[src/rtl/port_alloc.sv]
// Oldest-first output-port allocator for the 5-port bufferless deflection router.
// Optional injection burst throttle is enabled with `ALLOC_INJ_THROTTLE_EN.
module port_alloc #(
  parameter int WIDTH_AGE = 8
`ifdef ALLOC_INJ_THROTTLE_EN
  , parameter int INJ_BURST = 4
`endif
) (
  input  logic                   clk,
  input  logic                   reset,
  input  logic [3:0]             in_valid,
  input  logic [19:0]            in_prod,
  input  logic [4*WIDTH_AGE-1:0] in_age,
  input  logic                   inj_valid,
  input  logic [4:0]             inj_prod,
  output logic                   inj_ready,
  output logic [4:0]             out_valid,
  output logic [24:0]            out_grant,
  output logic [5*WIDTH_AGE-1:0] out_age
);

  localparam logic [WIDTH_AGE-1:0] AGE_MAX = '1;

  logic                        inj_acc;
  logic [4:0]                  req;
  logic [4:0][4:0]             prod;
  logic [4:0][WIDTH_AGE-1:0]   age;
  logic [4:0][2:0]             rank;

  logic [4:0]                  free;
  logic [4:0]                  cand;
  logic                        found;
  logic [2:0]                  pick;

  logic [4:0]                  valid_d, valid_q;
  logic [4:0][4:0]             grant_d, grant_q;
  logic [4:0][WIDTH_AGE-1:0]   age_d, age_q;

  // Self-addressed injection is illegal, so the LOCAL bit of inj_prod is never honoured.
  logic unused_inj_local;
  assign unused_inj_local = inj_prod[4];

`ifdef ALLOC_INJ_THROTTLE_EN
  localparam int CW = $clog2(INJ_BURST + 1);

  logic [CW-1:0] burst_d, burst_q;

  assign inj_ready = ~&in_valid & (burst_q < CW'(INJ_BURST));

  always_comb begin
    burst_d = '0;
    if (inj_acc) begin
      burst_d = (burst_q == CW'(INJ_BURST)) ? burst_q : burst_q + 1'b1;
    end
  end

  always_ff @(posedge clk or posedge reset) begin
    if (reset) begin
      burst_q <= '0;
    end else begin
      burst_q <= burst_d;
    end
  end
`else
  assign inj_ready = ~&in_valid;
`endif

  assign inj_acc = inj_valid & inj_ready;

  always_comb begin
    req  = '0;
    prod = '0;
    age  = '0;
    for (int i = 0; i < 4; i++) begin
      req[i]  = in_valid[i];
      prod[i] = in_prod[5*i +: 5];
      age[i]  = in_age[WIDTH_AGE*i +: WIDTH_AGE];
    end
    req[4]  = inj_acc;
    prod[4] = {1'b0, inj_prod[3:0]};
    age[4]  = '0;
  end

  // Rank = number of valid requesters that beat this one (older, or equal age and lower index).
  always_comb begin
    rank = '0;
    for (int r = 0; r < 5; r++) begin
      for (int j = 0; j < 5; j++) begin
        if (j != r && req[j] &&
            ((age[j] > age[r]) || ((age[j] == age[r]) && (j < r)))) begin
          rank[r] = rank[r] + 3'd1;
        end
      end
    end
  end

  // Greedy allocation walking the ranks in priority order; deflection never uses LOCAL.
  always_comb begin
    free    = 5'b11111;
    grant_d = '0;
    age_d   = '0;
    valid_d = req;
    cand    = '0;
    found   = 1'b0;
    pick    = '0;
    for (int p = 0; p < 5; p++) begin
      for (int r = 0; r < 5; r++) begin
        if (req[r] && (rank[r] == 3'(p))) begin
          cand  = prod[r] & free;
          found = |cand;
          if (!found) begin
            cand = free & 5'b01111;
          end
          pick = '0;
          for (int b = 0; b < 5; b++) begin
            if (cand[b]) begin
              pick = 3'(b);
            end
          end
          grant_d[r][pick] = 1'b1;
          free[pick]       = 1'b0;
          if (found || (age[r] == AGE_MAX)) begin
            age_d[r] = age[r];
          end else begin
            age_d[r] = age[r] + 1'b1;
          end
        end
      end
    end
  end

  always_ff @(posedge clk or posedge reset) begin
    if (reset) begin
      valid_q <= '0;
      grant_q <= '0;
      age_q   <= '0;
    end else begin
      valid_q <= valid_d;
      grant_q <= grant_d;
      age_q   <= age_d;
    end
  end

  assign out_valid = valid_q;
  assign out_grant = grant_q;
  assign out_age   = age_q;

endmodule

[config.mk]
export PLATFORM = sky130hd
export DESIGN_NAME = port_alloc
export DESIGN_NICKNAME = d
export VERILOG_FILES = /design/src/rtl/port_alloc.sv
export SDC_FILE = /design/constraint.sdc
export NUM_CORES = 1
export LEC_CHECK = 0
export CAP_MARGIN = 20
export CORE_MARGIN = 4
export CORE_UTILIZATION = 43
export DETAILED_ROUTE_END_ITERATION = 16
export PLACE_DENSITY = 0.66
export SLEW_MARGIN = 10
export SYNTH_ARGS = -nofsm -noshare
export SYNTH_HDL_FRONTEND = slang
export SYNTH_SLANG_ARGS = --single-unit
[constraint.sdc]
create_clock -name clk -period 2.98 [get_ports clk]
set_clock_uncertainty 0.1 [all_clocks]
set_input_delay 0.596 -clock clk [delete_from_list [all_inputs] [get_ports clk]]
set_output_delay 0.596 -clock clk [all_outputs]
set_load 0.05 [all_outputs]
==> summary.txt <==
Global routing
  – Vias in the first global route: 18,870
  – GR Overflow Total: 0
  – First-pass GRT wire length: 108,400 µm
  – Initial antenna violation count: 1
  – Largest net degree at the start of global routing: 42
  – Gr usage total: 41.91%

Setup path
  – CP max stage delay: 0.52 ns
  – Critical Path Source: in_age[28]
  – CP Data Arrival Time: 20.11 ns
  – CP Class: input port to flop
  – Startpoint types: input port
  – WP data required: about 3.2 ns
  – Cell family with most CP delay: compound AO/OA/AOI/OAI gates
  – Slowest CP cell: clkdlybuf4s50_1
  – CP most frequent cell: buf_4
  – Critical Path End Type: flop
  – Largest driver fanout on the critical path: 6
  – Buf/Inv on CP: 16

STA
  – RSZ-0062 raised after global routing: yes
  – Hold_ws: 0.4511 ns
  – Worst-margin pin slew: roughly 0.7 ns
  – Max Fclk: 50.21 MHz
  – Endpoints failing setup: 58
  – Relative slew slack: 52.98%
  – Max Slew Vio Count: 0
  – Fin worst setup slack: -16.94 ns
  – Fin. Hold Viols: 0
  – Final period util: 668.3%
  – Min Tclk post-route: 19.92 ns

Clock tree
  – # hold bufs at CTS: 0
  – Number of buffers created by CTS: 9
  – CTS sink cnt: 62
  – Root buffer selected by CTS: clkbuf_16
  – H-tree levels: 3
  – Clock Tree Buf Depth: 2
  – Clk slew on worst S/H paths: 0.07 ns
  – CTS tree: done

Synthesis
  – Main synth FF type: dfrtp_1
  – Synthesis Warnings: 0
  – EDFF count, synth: 0
  – Synthesized flop and latch total: 62
  – Synthesized cell area: 12,750 µm²
  – Mean post-synth cell area: roughly 7.1 µm²
  – Post-synth ARST share: between 90% and 100%
  – Post-synth top area share: 12.17%
  – Area contributors post-synth: dfrtp_1 12%, ha_1 6.2%, a21oi_1 5.8%
  – Post-synth top area cell: dfrtp_1
  – Post-Synthesis Cells: 1,785
  – Distinct cells, synth: ~130
  – Post-synthesis sequential area ratio: 12.17%

Power
  – Logic pwr share: 82.7%
  – Switch share: between 50% and 60%
  – Pwr Density: 541.2 nW/µm²
  – Sequential power share: roughly 8.0%
  – Leakage: just over 10 nW
  – Peak supply drop: around 0.00042 V
  – Clock group share of total power: 9.3%
  – Pint: 6.197 mW
  – Switching power: between 6 and 7 mW

Detailed routing
  – Per-cell routed wire length: 24.90 µm
  – Antenna-violating nets left: 0
  – Pre-antenna DRT Iters: 8
  – Routed wire length: ~77,000 µm
  – # DRC: 0
  – Routed vias: 20,300
  – Initial DRC Count: 2,852
  – DR vias/cell: approximately 6.6

Cells and area
  – Commonest non-fill, non-tap cells in the layout: 782 x buf_4, 178 x nand2_1, 143 x nor2_1, 108 x a21oi_1, 95 x clkdlybuf4s50_1
  – Diodes inserted: 0
  – Final Net Count: 2,818
  – Synthesis-to-finish area growth: 81.65%
  – Fin util: approximately four fifths
  – Share of cells above drive strength 1: approximately 48%
  – Commonest non-fill, non-tap cell in the layout: buf_4
  – Final instance area: 23,160 µm²
  – Final instance count without filler cells: 3,080

Die
  – Core box area: 29,010 µm²
  – Die W: approximately 180 µm
  – FP Rows: 62
  – Io pins: between 100 and 150
  – Die height: 180.2 µm
  – Initial Util: 43.95%
  – DIE AREA: roughly 32,000 µm²

Worst hold path
  – Hold path startpoint: in_age[20]
  – Hold Crit Class: input port to flop

Placed design
  – Pre-CTS setup slack: -17.27 ns
  – IO Port Bufs: 125
  – Cells after DPL: 2,939
  – GPL Wtd Cong: 1.067
  – Dpl cell area: 20,090 µm²
  – Detailed Place HPWL: about 57,000 µm

Job
  – Max-cap violations: 0

Outcome
  – Failing checks: negative setup slack
  – Outcome: complete, but fails checks
## metrics by stage
step	setup TNS (ns)	total power [mW]
5_1_grt	-841.23	12.97
3_3_place_gp	-833.01	9.126
6_report	-821.35	12.54
3_5_place_dp	-853.17	9.225
2_1_floorplan	-691.38	5.348
4_1_cts	-772.47	11.29
## synthesized netlist by cell type (9+ instances only)
library cell  number
buf_4             19
and3_1            29
o221ai_1          19
nor2_1           167
o31a_1            12
o21ai_1           24
o22ai_1           23
clkbuf_1          15
nor2b_1           14
o21ai_2            9
nand2b_1          18
a31oi_1           41
nand3_1           71
inv_1             79
o211ai_1          23
a21oi_1          149
a221oi_1           9
nand4_1           26
a31o_1            10
a221oi_2           9
o21a_1            25
nor3_1            45
a211oi_1          28
and4_1             9
o31ai_1           35
a21o_1            34
ha_1              63
o211a_1           15
a41oi_1           10
dfrtp_1           62
buf_2             14
a211oi_2          10
or2_2             13
nand2_1          192
o21ai_0          111
and2_1            49
mux2i_1           27
## sequential cells by signal, summed over array words and instances, names as in the netlist
name / cells
out_age: 33
out_grant: 24
out_valid: 5
## area by class of cell
cell class	count	area, µm²
Clock buffer	10	229.0
Clock inverter	6	61.31
Fill cell	1958	5851
Inverter	81	324.1
Multi-Input combinational cell	1583	12880
Sequential cell	62	1551
Tap cell	384	480.5
Timing Repair Buffer	954	7635
## routing by layer
| metal | up-vias | global-route usage (%) | share of wire [%] |
|---|---|---|---|
| li1 | 8769 | - | - |
| met1 | 9490 | 55.26 | 37 |
| met2 | 1615 | 63.14 | 42 |
| met3 | 423 | 10.54 | 13 |
| met4 | 0 | 22.08 | 7.1 |
| met5 | - | 0 | 0 |
## power groups by stage
| stage | clock, mW | combinational (mW) | sequential (mW) |
|---|---|---|---|
| 2_1_floorplan | 0 | 3.87 | 1.47 |
| 3_3_place_gp | 0 | 8.11 | 1.01 |
| 3_5_place_dp | 0 | 8.21 | 1.02 |
| 4_1_cts | 1.15 | 9.14 | 1.00 |
| 5_1_grt | 1.20 | 10.8 | 1.01 |
| 6_report | 1.16 | 10.4 | 1.00 |
## cells by family (layout without fill, tap and decap cells)
kind of cell / after synthesis / after routing / share of synthesized area (%)
simple gates: 697 / 697 / 27.05
xor+xnor: 7 / 7 / 0.4808
buf+inv: 147 / 1051 / 5.799
other cells: 1 / 8 / 0.02941
flops: 62 / 62 / 12.17
fa+ha+maj: 63 / 63 / 6.182
mux: 37 / 37 / 3.032
compound gates: 771 / 771 / 45.26
## final timing paths
path,end,cells past startpoint
hold / removal,out_age[20]$_DFF_PP0_,3
max in group asynchronous,out_age[3]$_DFF_PP0_,3
min in group asynchronous,out_grant[15]$_DFF_PP0_,2
setup / recovery,out_grant[21]$_DFF_PP0_,83
## what timing repair did
item | CTS | global route
buffers inserted | 68 | 60
gates resized for setup | 263 | 222
endpoints found under the setup margin | 57 | 57
pin swaps | 140 | 133
cloned | 0 | 1
No activity file was read; power rests on OpenSTA's default activity.
